## src/rtl/fifo_pkg.sv

```systemverilog
// Shared widths, default thresholds and parameter checks for the threshold FIFO.
package fifo_pkg;

    localparam int unsigned DefaultAeThr = 1;

    function automatic int unsigned ptr_width(input int unsigned depth);
        return (depth <= 1) ? 1 : $clog2(depth);
    endfunction

    function automatic int unsigned cnt_width(input int unsigned depth);
        return $clog2(depth + 1);
    endfunction

    function automatic int unsigned af_thr_default(input int unsigned depth);
        return (depth > 2) ? depth - 2 : 1;
    endfunction

    function automatic bit params_ok(input int unsigned depth, input int unsigned af_thr,
                                     input int unsigned ae_thr);
        return (depth >= 2) && (af_thr >= 1) && (af_thr <= depth) && (ae_thr <= depth - 1);
    endfunction

endpackage

```

## src/rtl/fifo_mem.sv

```systemverilog
// Simple dual-port RAM: one write port, one registered read port; the array has no reset.
module fifo_mem
    import fifo_pkg::*;
#(
    parameter int unsigned DATA_WIDTH = 8,
    parameter int unsigned DEPTH      = 16,
    parameter int unsigned AW         = ptr_width(DEPTH)
) (
    input  logic                  clk,
    input  logic                  reset,
    input  logic                  wr_en_i,
    input  logic [AW-1:0]         wr_addr_i,
    input  logic [DATA_WIDTH-1:0] wr_data_i,
    input  logic                  rd_en_i,
    input  logic [AW-1:0]         rd_addr_i,
    output logic [DATA_WIDTH-1:0] rd_data_o
);

    logic [DATA_WIDTH-1:0] mem_q [DEPTH];
    logic [DATA_WIDTH-1:0] rd_data_q, rd_data_d;

    always_comb begin
        rd_data_d = rd_data_q;
        if (rd_en_i) begin
            rd_data_d = mem_q[rd_addr_i];
        end
    end

    always_ff @(posedge clk) begin
        if (wr_en_i) begin
            mem_q[wr_addr_i] <= wr_data_i;
        end
    end

    // Only the output register is reset so rd_data reads 0 after reset.
    always_ff @(posedge clk) begin
        if (reset) begin
            rd_data_q <= '0;
        end else begin
            rd_data_q <= rd_data_d;
        end
    end

    assign rd_data_o = rd_data_q;

endmodule

```

## src/rtl/sync_fifo_thr.sv

```systemverilog
// Synchronous FIFO with occupancy count and almost-full/almost-empty thresholds.
// Sticky ovf/udf error flags are built only when FIFO_ERR_EN is defined.
module sync_fifo_thr
    import fifo_pkg::*;
#(
    parameter int unsigned DATA_WIDTH = 8,
    parameter int unsigned DEPTH      = 16,
    parameter int unsigned AF_THR     = af_thr_default(DEPTH),
    parameter int unsigned AE_THR     = DefaultAeThr
) (
    input  logic                        clk,
    input  logic                        reset,
    input  logic                        wr_en,
    input  logic [DATA_WIDTH-1:0]       wr_data,
    output logic                        wr_ready,
    input  logic                        rd_en,
    output logic [DATA_WIDTH-1:0]       rd_data,
    output logic                        rd_val,
    output logic [cnt_width(DEPTH)-1:0] count,
    output logic                        full,
    output logic                        empty,
    output logic                        almost_full,
    output logic                        almost_empty,
    input  logic                        err_clr,
    output logic                        ovf,
    output logic                        udf
);

    localparam int unsigned PW = ptr_width(DEPTH);
    localparam int unsigned CW = cnt_width(DEPTH);

    if (!params_ok(DEPTH, AF_THR, AE_THR)) begin : g_bad_params
        $error("sync_fifo_thr: illegal DEPTH/AF_THR/AE_THR combination");
    end

    logic [PW-1:0] wr_ptr_q, wr_ptr_d, rd_ptr_q, rd_ptr_d;
    logic [CW-1:0] count_q, count_d;
    logic          full_q, full_d, empty_q, empty_d;
    logic          af_q, af_d, ae_q, ae_d;
    logic          rd_val_q, rd_val_d;
    logic          wr_acc, rd_acc;

    always_comb begin
        wr_acc   = wr_en && !full_q;
        rd_acc   = rd_en && !empty_q;
        wr_ptr_d = wr_ptr_q;
        rd_ptr_d = rd_ptr_q;
        count_d  = count_q;
        rd_val_d = rd_acc;

        if (wr_acc) begin
            wr_ptr_d = (wr_ptr_q == PW'(DEPTH - 1)) ? '0 : wr_ptr_q + PW'(1);
        end
        if (rd_acc) begin
            rd_ptr_d = (rd_ptr_q == PW'(DEPTH - 1)) ? '0 : rd_ptr_q + PW'(1);
        end
        if (wr_acc && !rd_acc) begin
            count_d = count_q + CW'(1);
        end else if (rd_acc && !wr_acc) begin
            count_d = count_q - CW'(1);
        end

        // Flags derive from the next count so they stay coherent with count.
        full_d  = (count_d == CW'(DEPTH));
        empty_d = (count_d == '0);
        af_d    = (count_d >= CW'(AF_THR));
        ae_d    = (count_d <= CW'(AE_THR));
    end

    always_ff @(posedge clk) begin
        if (reset) begin
            wr_ptr_q <= '0;
            rd_ptr_q <= '0;
            count_q  <= '0;
            full_q   <= 1'b0;
            empty_q  <= 1'b1;
            af_q     <= 1'b0;
            ae_q     <= 1'b1;
            rd_val_q <= 1'b0;
        end else begin
            wr_ptr_q <= wr_ptr_d;
            rd_ptr_q <= rd_ptr_d;
            count_q  <= count_d;
            full_q   <= full_d;
            empty_q  <= empty_d;
            af_q     <= af_d;
            ae_q     <= ae_d;
            rd_val_q <= rd_val_d;
        end
    end

    fifo_mem #(
        .DATA_WIDTH (DATA_WIDTH),
        .DEPTH      (DEPTH),
        .AW         (PW)
    ) u_mem (
        .clk       (clk),
        .reset     (reset),
        .wr_en_i   (wr_acc),
        .wr_addr_i (wr_ptr_q),
        .wr_data_i (wr_data),
        .rd_en_i   (rd_acc),
        .rd_addr_i (rd_ptr_q),
        .rd_data_o (rd_data)
    );

`ifdef FIFO_ERR_EN
    logic ovf_q, ovf_d, udf_q, udf_d;

    // A new error in the same cycle as err_clr wins.
    always_comb begin
        ovf_d = (wr_en && full_q) || (ovf_q && !err_clr);
        udf_d = (rd_en && empty_q && !wr_en) || (udf_q && !err_clr);
    end

    always_ff @(posedge clk) begin
        if (reset) begin
            ovf_q <= 1'b0;
            udf_q <= 1'b0;
        end else begin
            ovf_q <= ovf_d;
            udf_q <= udf_d;
        end
    end

    assign ovf = ovf_q;
    assign udf = udf_q;
`else
    assign ovf = err_clr & 1'b0;
    assign udf = err_clr & 1'b0;
`endif

    assign wr_ready     = !full_q;
    assign rd_val       = rd_val_q;
    assign count        = count_q;
    assign full         = full_q;
    assign empty        = empty_q;
    assign almost_full  = af_q;
    assign almost_empty = ae_q;

endmodule

```

## config.mk

```make
export PLATFORM = sky130hd
export DESIGN_NAME = sync_fifo_thr
export DESIGN_NICKNAME = d
export VERILOG_FILES = /design/src/rtl/fifo_pkg.sv /design/src/rtl/fifo_mem.sv /design/src/rtl/sync_fifo_thr.sv
export SDC_FILE = /design/constraint.sdc
export NUM_CORES = 1
export LEC_CHECK = 0
export BUFFER_PORTS_ARGS = -buffer_cell sky130_fd_sc_hd__buf_4
export CORE_MARGIN = 4
export CORE_UTILIZATION = 36
export CTS_CLUSTER_DIAMETER = 60
export DETAILED_ROUTE_END_ITERATION = 10
export GPL_TIMING_DRIVEN = 1
export MAX_ROUTING_LAYER = met4
export PLACE_DENSITY = 0.61
export SYNTH_ARGS = -nofsm -noshare
export SYNTH_HDL_FRONTEND = slang
export SYNTH_SLANG_ARGS = --single-unit
```

## constraint.sdc

```tcl
create_clock -name clk -period 1.84 [get_ports clk]
set_input_delay 0.276 -clock clk [delete_from_list [all_inputs] [get_ports clk]]
set_output_delay 0.276 -clock clk [all_outputs]
set_load 0.02 [all_outputs]
```

==> metrics, run 1 <==
Die ar. 0.0191 sq mm; crit path from rd_ptr_q[0]; worst path required time 2140 ps; Worst R2R Path Depth 8; R2R Setup Slk -40 ps; Vias 3269; Fillers 1450; nature of the critical path startpoint flop; HP Class primary input to flop; status finished with violations; CTS Hold Bufs 0; setup ws final -36.3 ps; I/O Buffers 30; row count 47; Post-Layout Cell Count 647; post-synthesis async set-or-reset flop share 0; clock-pin slew on the worst setup and hold paths 60 ps; all-layer global routing usage 0.139; RSZ-0062 raised after global routing true; synthesized flop and latch total 154; final period utilization 1.02; Worst path slowest cell mux4_2; final setup fails 4; PD cells 1230 mW/mm^2; largest net degree at the start of global routing 37; GRT overflow 0; Final #Nets 435; crit-path cells buf_12 -> buf_12 -> buf_4 -> mux4_2 -> a22oi_2 -> a21oi_1 -> a21oi_1 -> nor2_1; Max rail drop VDD 606 uV; final slew viol count 0; R2R Path End u_mem.rd_data_o[6]; gpl congestion 0.800; Cell Count Post-Placement 611; Arrival @ worst endpoint 2180 ps; EDFF count, synth 128; initial DRC count 204; failing checks setup timing; sequential cell area fraction in the yosys report 0.714; Clock Path Buffers 2; share of cells above drive strength 1 0.347; critical path type flop to flop; CTS Buf Count 17; hold slack final 184 ps; Avg WL per Cell 19.8 um; drt first pass iters 4; Post-route DRC 0; Yosys cell types 37; Buf/Inv on CP 3; Worst-Skew Late Latency 410 ps; H-tree level count 4; Period minus WS final 1880 ps; synthesized area 0.00611 sq mm; crit end category flop; Ports 34; Critical Path Stages 8; initial antenna violation count 0; CTS tree built; Worst Skew 3.50 ps; post-synthesis instance total 351; diode count 0; width of the die 138 um; Placeable Area 0.0166 sq mm; syn_area_per_cell 17.4 sq um; highest clock rate 533 MHz; area grow syn2layout 22.3%; Final Instance Area 0.00747 sq mm; Reg area 0.00437 sq mm; Leak 2.50 nW; Initial Utilization 0.368; vias in the first global route 3452; Max-cap violations 0; top_reg_cell synth edfxtp_1; Syn. warnings 0; max incr delay on CP 540 ps; Top delay family on crit path multiplexers; dpl cell area 0.00674 sq mm; area of the multi-input gates 0.00162 sq mm; HPWL Detailed 7.62 mm; ANT nets after route 0; Sink Count 154; Root Driver clkbuf_16; Max Fanout on Critical Path 7; final number of hold-violating endpoints 0; height of the die 138 um; CP Capture Point u_mem.rd_data_o[6]; Routed WL 12.8 mm; first-pass GRT wire length 19.2 mm; via/cell ratio 5.05; r2r startpoint rd_ptr_q[0]
[logic make-up after synthesis]
logic type,share of synthesized area
mux,0.131
xor+xnor,0.00860
simple gates,0.0516
compound gates,0.0510
other cells,0.000614
flops,0.714
fa+ha+maj,0.0176
buf+inv,0.0250
[stage by stage]
| step | setup WS [ps] | total power [mW] | setup TNS (ps) | util |
|---|---|---|---|---|
| final | -36.3 | 9.16 | -54.6 | 0.450 |
| after global routing | -90.6 | 9.57 | -499 | 0.450 |
| after CTS | 2.28 | 9.13 | 0 | 0.447 |
| after detailed placement | -45.8 | 5.40 | -259 | 0.407 |
| after global placement | -51.0 | 5.37 | -199 | 0.407 |
| after floorplan | 77.4 | 4.92 | 0 | - |
[final cells by class]
class                           instances  share of cell area
Clock buffer                           18              0.0575
Sequential cell                       154               0.585
Multi-Input combinational cell        170               0.217
Timing Repair Buffer                   66              0.0740
Inverter                                6             0.00302
Clock inverter                         13              0.0270
Tap cell                              220              0.0369
[worst register-to-register path, stage by stage, from the launching register on]
cell	delay, ps
dfxtp_2	350
buf_12	120
buf_12	130
buf_4	110
mux4_2	540
a22oi_2	230
a21oi_1	100
a21oi_1	120
nor2_1	50
[timing repair]
item                       CTS  global route
pin swaps                    0             4
gates cloned                 0             0
setup buffers                0             5
gates resized for setup     11            28
setup endpoints to repair    9             9
[synthesized netlist by cell type (2+ instances only)]
| cell type | n | area (sq um) |
|---|---|---|
| xnor2_1 | 4 | 35.0 |
| ha_1 | 7 | 87.6 |
| nand2_1 | 15 | 56.3 |
| clkbuf_1 | 9 | 33.8 |
| buf_4 | 4 | 30.0 |
| mux4_1 | 16 | 420 |
| nand3_1 | 4 | 20.0 |
| mux2i_1 | 2 | 20.0 |
| o21ai_0 | 2 | 10.0 |
| a22oi_1 | 16 | 120 |
| inv_1 | 6 | 22.5 |
| maj3_1 | 2 | 20.0 |
| nor2_1 | 31 | 116 |
| a41o_1 | 2 | 20.0 |
| a21oi_1 | 24 | 120 |
| nor3_1 | 5 | 25.0 |
| nand2b_1 | 4 | 25.0 |
| mux4_2 | 16 | 360 |
| dfxtp_1 | 26 | 521 |
| xor2_1 | 2 | 17.5 |
| and2_1 | 2 | 12.5 |
| nor2b_1 | 5 | 31.3 |
| edfxtp_1 | 128 | 3840 |
| buf_2 | 5 | 25.0 |
| buf_6 | 2 | 22.5 |
[worst min-delay path by stage]
stage	start	endpoint	slack (ps)	depth (start not counted)
CTS	wr_data[0]	u_mem.mem_q[13][0]	170	1
detailed placement	u_mem.rd_data_o[4]	u_mem.rd_data_o[4]	490	2
global placement	u_mem.rd_data_o[0]	u_mem.rd_data_o[0]	470	2
floorplan	wr_data[0]	u_mem.mem_q[0][0]	370	0
finish	wr_data[7]	u_mem.mem_q[4][7]	180	1
global route	wr_data[0]	u_mem.mem_q[13][0]	180	1
[flip-flops by register name, indices dropped and copies added, names as in the netlist]
register         cells
full                 1
almost_full          1
empty                1
count                5
u_mem.mem_q        128
almost_empty         1
wr_ptr_q             4
rd_val               1
u_mem.rd_data_o      8
rd_ptr_q             4
[layout by cell type (no fill, tap or decap), types with 3 or more instances in the layout]
master / instances
a21oi_1: 22
a22oi_1: 3
a22oi_2: 13
buf_12: 4
buf_4: 61
bufinv_16: 5
clkbuf_16: 17
dfxtp_1: 23
dfxtp_2: 3
edfxtp_1: 128
ha_1: 7
inv_1: 6
mux4_2: 31
nand2_1: 15
nand2b_1: 3
nand3_1: 4
nor2_1: 31
nor2b_1: 4
nor3_1: 5
xnor2_1: 4
[power by group]
group          switching (mW)  internal, mW
clock                    1.30          2.39
combinational           0.745         0.708
sequential             0.0996          3.92
[layer usage]
layer	track usage	wire (um)
met4	0.0489	218
met3	0.0432	713
met1	0.174	5590
met5	-	0
met2	0.216	6260
Note: power is estimated with default switching activity, not from simulation.
==> run 2, diff against run 1 <==
--- a/config.mk
+++ b/config.mk
@@ -5,14 +5,14 @@
 export SDC_FILE = /design/constraint.sdc
 export NUM_CORES = 1
 export LEC_CHECK = 0
-export BUFFER_PORTS_ARGS = -buffer_cell sky130_fd_sc_hd__buf_4
+export BUFFER_PORTS_ARGS = -buffer_cell sky130_fd_sc_hd__buf_2
 export CORE_MARGIN = 4
 export CORE_UTILIZATION = 36
 export CTS_CLUSTER_DIAMETER = 60
 export DETAILED_ROUTE_END_ITERATION = 10
 export GPL_TIMING_DRIVEN = 1
 export MAX_ROUTING_LAYER = met4
-export PLACE_DENSITY = 0.61
+export PLACE_DENSITY = 0.63
 export SYNTH_ARGS = -nofsm -noshare
 export SYNTH_HDL_FRONTEND = slang
 export SYNTH_SLANG_ARGS = --single-unit
==> constraint.sdc (replaced) <==
create_clock -name clk -period 1.6 [get_ports clk]
set_input_delay 0.24 -clock clk [delete_from_list [all_inputs] [get_ports clk]]
set_output_delay 0.24 -clock clk [all_outputs]
set_load 0.02 [all_outputs]
==> metrics, run 2 (same netlist as run 1, synthesis figures left out) <==
total negative slack -1520 ps; Max-cap violations 0; gpl congestion 0.818; commonest non-fill, non-tap cell in the layout edfxtp_1; row count 47; Placeable Area 0.0166 sq mm; ANT nets after route 0; Period minus WS final 1820 ps; clock-pin slew on the worst setup and hold paths 60 ps; Clock Path Buffers 2; via/cell ratio 5.00; slew margin rel. 0.400; diode count 0; hold slack final 204 ps; highest clock rate 549 MHz; I/O Buffers 30; Arrival @ worst endpoint 2120 ps; Top delay family on crit path multiplexers; HP Class primary input to flop; Leak 2.57 nW; nature of the critical path startpoint flop; final slew viol count 0; setup ws final -221 ps; area grow syn2layout 23.2%; width of the die 138 um; Ports 34; dpl cell area 0.00670 sq mm; Largest Register u_mem.mem_q; Worst Skew 5.49 ps; Worst-Skew Late Latency 420 ps; Root Driver clkbuf_16; Vias 3266; height of the die 138 um; failing checks setup timing; RSZ-0062 raised after global routing true; first-pass GRT wire length 20.0 mm; Max rail drop VDD 745 uV; Buf/Inv on CP 2; Post-route DRC 0; initial DRC count 183; final setup fails 8; worst path required time 1900 ps; GRT overflow 0; Fillers 1452; crit-path cells buf_12 -> buf_12 -> mux4_2 -> a22oi_2 -> a21oi_2 -> a21oi_2 -> nor2_1; Final #Nets 441; PD cells 1420 mW/mm^2; most frequent cells in the layout edfxtp_1 (128), buf_4 (36), nor2_1 (31); all-layer global routing usage 0.142; Sink Count 154; share of cells above drive strength 1 0.360; Max Fanout on Critical Path 8; drt first pass iters 4; CTS Buf Count 17; Die ar. 0.0191 sq mm; H-tree level count 4; vias in the first global route 3416; Initial Utilization 0.368; Worst path slowest cell mux4_2; crit end category flop; largest net degree at the start of global routing 25; status finished with violations; HPWL Detailed 7.81 mm; Routed WL 12.7 mm; Final Instance Area 0.00752 sq mm; critical path type flop to flop; worst-margin pin slew 896 ps; final period utilization 1.14; CTS tree built; Avg WL per Cell 19.5 um; final number of hold-violating endpoints 0; CTS Hold Bufs 0; initial antenna violation count 0; max incr delay on CP 500 ps; Tot Pwr 10.7 mW; Largest register FFs 128
==> run 2: cell count changes in the layout (fill, tap and decap cells not counted), moves of 3 or more <==
cell and delta:
a22oi_1 +3, a22oi_2 -3, dfxtp_4 +3, mux4_1 +5, mux4_2 -5, buf_2 +30, buf_4 -25
==> run 2: final cells by class <==
type                    count  area (sq um)  area share
clock buffers              17           425      0.0565
clock inverters            14           219      0.0291
inverters                   6          22.5     0.00299
multi-input cells         170          1660       0.221
flip-flops and latches    154          4380       0.582
repair buffers             72           539      0.0717
well taps                 220           275      0.0366
==> run 2: worst paths after layout <==
kind | depth (start not counted) | from | endpoint | slack [ps]
hold / removal | 1 | wr_data[2] | u_mem.mem_q[10][2] | 200
hold reg to reg | 2 | u_mem.rd_data_o[5] | u_mem.rd_data_o[5] | 500
setup / recovery | 7 | rd_ptr_q[0] | u_mem.rd_data_o[2] | -220
setup reg to reg | 7 | rd_ptr_q[0] | u_mem.rd_data_o[2] | -220
==> run 2: per-layer routing <==
metal | part of all wire | track usage
met4 | 0.015 | 0.0421
met2 | 0.51 | 0.229
met1 | 0.42 | 0.178
met3 | 0.058 | 0.0383
met5 | 0 | -
==> run 2: report_power, final <==
| part | switching [mW] | leakage [nW] | internal [mW] |
|---|---|---|---|
| clock network | 1.59 | 0.313 | 2.78 |
| logic | 0.845 | 0.885 | 0.801 |
| registers | 0.123 | 1.37 | 4.52 |
==> run 2: what timing repair did <==
action	4_1_cts	5_1_grt
cloned	1	0
setup buffers	3	1
endpoints found under the hold margin	0	0
endpoints found under the setup margin	45	11
pin swaps	1	3
resized for setup	14	14
==> run 2: stage by stage <==
step           utilization  setup slack (ps)  cells
2_1_floorplan            -             -89.5    352
3_3_place_gp         0.404              -295    617
3_5_place_dp         0.404              -272    617
4_1_cts              0.450              -204    652
5_1_grt              0.454              -271    653
6_report             0.454              -221    653
==> run 3, diff against run 2 <==
--- a/config.mk
+++ b/config.mk
@@ -8,11 +8,12 @@
 export BUFFER_PORTS_ARGS = -buffer_cell sky130_fd_sc_hd__buf_2
 export CORE_MARGIN = 4
 export CORE_UTILIZATION = 36
+export CTS_BUF_LIST = sky130_fd_sc_hd__clkbuf_8
 export CTS_CLUSTER_DIAMETER = 60
 export DETAILED_ROUTE_END_ITERATION = 10
 export GPL_TIMING_DRIVEN = 1
 export MAX_ROUTING_LAYER = met4
-export PLACE_DENSITY = 0.63
+export PLACE_DENSITY = 0.61
 export SYNTH_ARGS = -nofsm -noshare
 export SYNTH_HDL_FRONTEND = slang
 export SYNTH_SLANG_ARGS = --single-unit
==> constraint.sdc (replaced) <==
create_clock -name clk -period 2.15 [get_ports clk]
set_input_delay 0.3225 -clock clk [delete_from_list [all_inputs] [get_ports clk]]
set_output_delay 0.3225 -clock clk [all_outputs]
set_load 0.02 [all_outputs]
==> metrics, run 3 (same netlist as run 1, synthesis figures left out) <==
post-place setup slack 172 ps; row count 47; GRT overflow 0; commonest non-fill, non-tap cell in the layout edfxtp_1; Ports 34; Max-cap violations 0; Largest register FFs 128; total negative slack 0 ps; CTS Hold Bufs 0; Clock Path Buffers 2; final period utilization 0.926; Leak 2.36 nW; critical path type flop to flop; all-layer global routing usage 0.135; Die ar. 0.0191 sq mm; Worst Hold Depth 1; nature of the critical path startpoint flop; worst path required time 2470 ps; Max Fanout on Critical Path 27; Placeable Area 0.0166 sq mm; Tot Pwr 6.35 mW; Worst R2R Path Depth 6; Root Driver clkbuf_8; largest net degree at the start of global routing 37; setup ws final 159 ps; Worst path slowest cell mux4_1; CTS tree built; drt first pass iters 4; PD cells 913 mW/mm^2; # Post-CTS Setup Buffers 0; Buf/Inv on CP 1; Final Instance Area 0.00696 sq mm; Largest Register u_mem.mem_q; width of the die 138 um; crit end category flop; Avg WL per Cell 18.8 um; dpl cell area 0.00661 sq mm; status finished clean; Vias 3236; Arrival @ worst endpoint 2310 ps; highest clock rate 502 MHz; crit-path most repeated cell a21oi_1; diode count 0; I/O Buffers 30; first-pass GRT wire length 18.7 mm; max incr delay on CP 640 ps; final number of hold-violating endpoints 0; HPWL Detailed 7.60 mm; Post-route DRC 0; clock-pin slew on the worst setup and hold paths 80 ps; area grow syn2layout 13.9%; Final #Nets 423; Sink Count 154; Post-Layout Cell Count 636; most frequent cells in the layout edfxtp_1 (128), nor2_1 (31), buf_2 (30); Routed WL 12.0 mm; height of the die 138 um; worst-margin pin slew 721 ps; H-tree level count 4; Cell Count Post-Placement 604; crit-path cells buf_12 -> mux4_1 -> a22oi_1 -> a21oi_1 -> a21oi_1 -> nor2_1; Worst Skew 7.55 ps; Period minus WS final 1990 ps; Initial Utilization 0.368; RSZ-0062 raised after global routing false; CTS Buf Count 17; HP Class primary input to flop; slew margin rel. 0.518; initial DRC count 220; Top delay family on crit path multiplexers; final slew viol count 0; initial antenna violation count 0; gpl congestion 0.771; Layout Utilization 0.420; vias in the first global route 3250; final setup fails 0; ANT nets after route 0; hold slack final 264 ps; R2R Setup Slk 160 ps; via/cell ratio 5.09; Worst-Skew Late Latency 450 ps; Critical Path Stages 6; post_cts resized 0; Fillers 1489; Max rail drop VDD 437 uV; share of cells above drive strength 1 0.240
run 3: layout make-up:
class                      count  area [sq um]  share of cell area
clock buffer                  17           234              0.0336
clock inverter                15           111              0.0160
inverter                       6          22.5             0.00324
multi-input combinational    170          1600               0.229
sequential                   154          4370               0.627
tap                          220           275              0.0396
timing repair buffer          54           355              0.0511
run 3: power by group:
group	switching (mW)	internal, mW
Combinational	0.577	0.441
Clock	1.02	0.892
Sequential	0.0785	3.35
run 3: worst reg2reg max path: cells and delay by family, from the launching register on:
| family | cells | cell delay [ps] |
|---|---|---|
| muxes | 1 | 670 |
| and+or+nand+nor | 1 | 50 |
| buffers and inverters | 1 | 220 |
| DFF | 1 | 360 |
| AOI/OAI and AO/OA | 3 | 580 |
run 3: per-layer routing:
layer	global-route usage	up-vias	wire (um)
met2	0.189	90	5420
met1	0.185	1644	5580
met4	0.0582	0	268
met5	-	-	0
met3	0.0387	22	698
li1	-	1480	-
run 3: path summary, 6_finish.rpt:
path,startpoint,to
worst min-delay path,wr_data[0],u_mem.mem_q[8][0]
worst max register to register,rd_ptr_q[0],u_mem.rd_data_o[3]
worst max-delay path,rd_ptr_q[0],u_mem.rd_data_o[3]
worst min register to register,u_mem.rd_data_o[6],u_mem.rd_data_o[6]
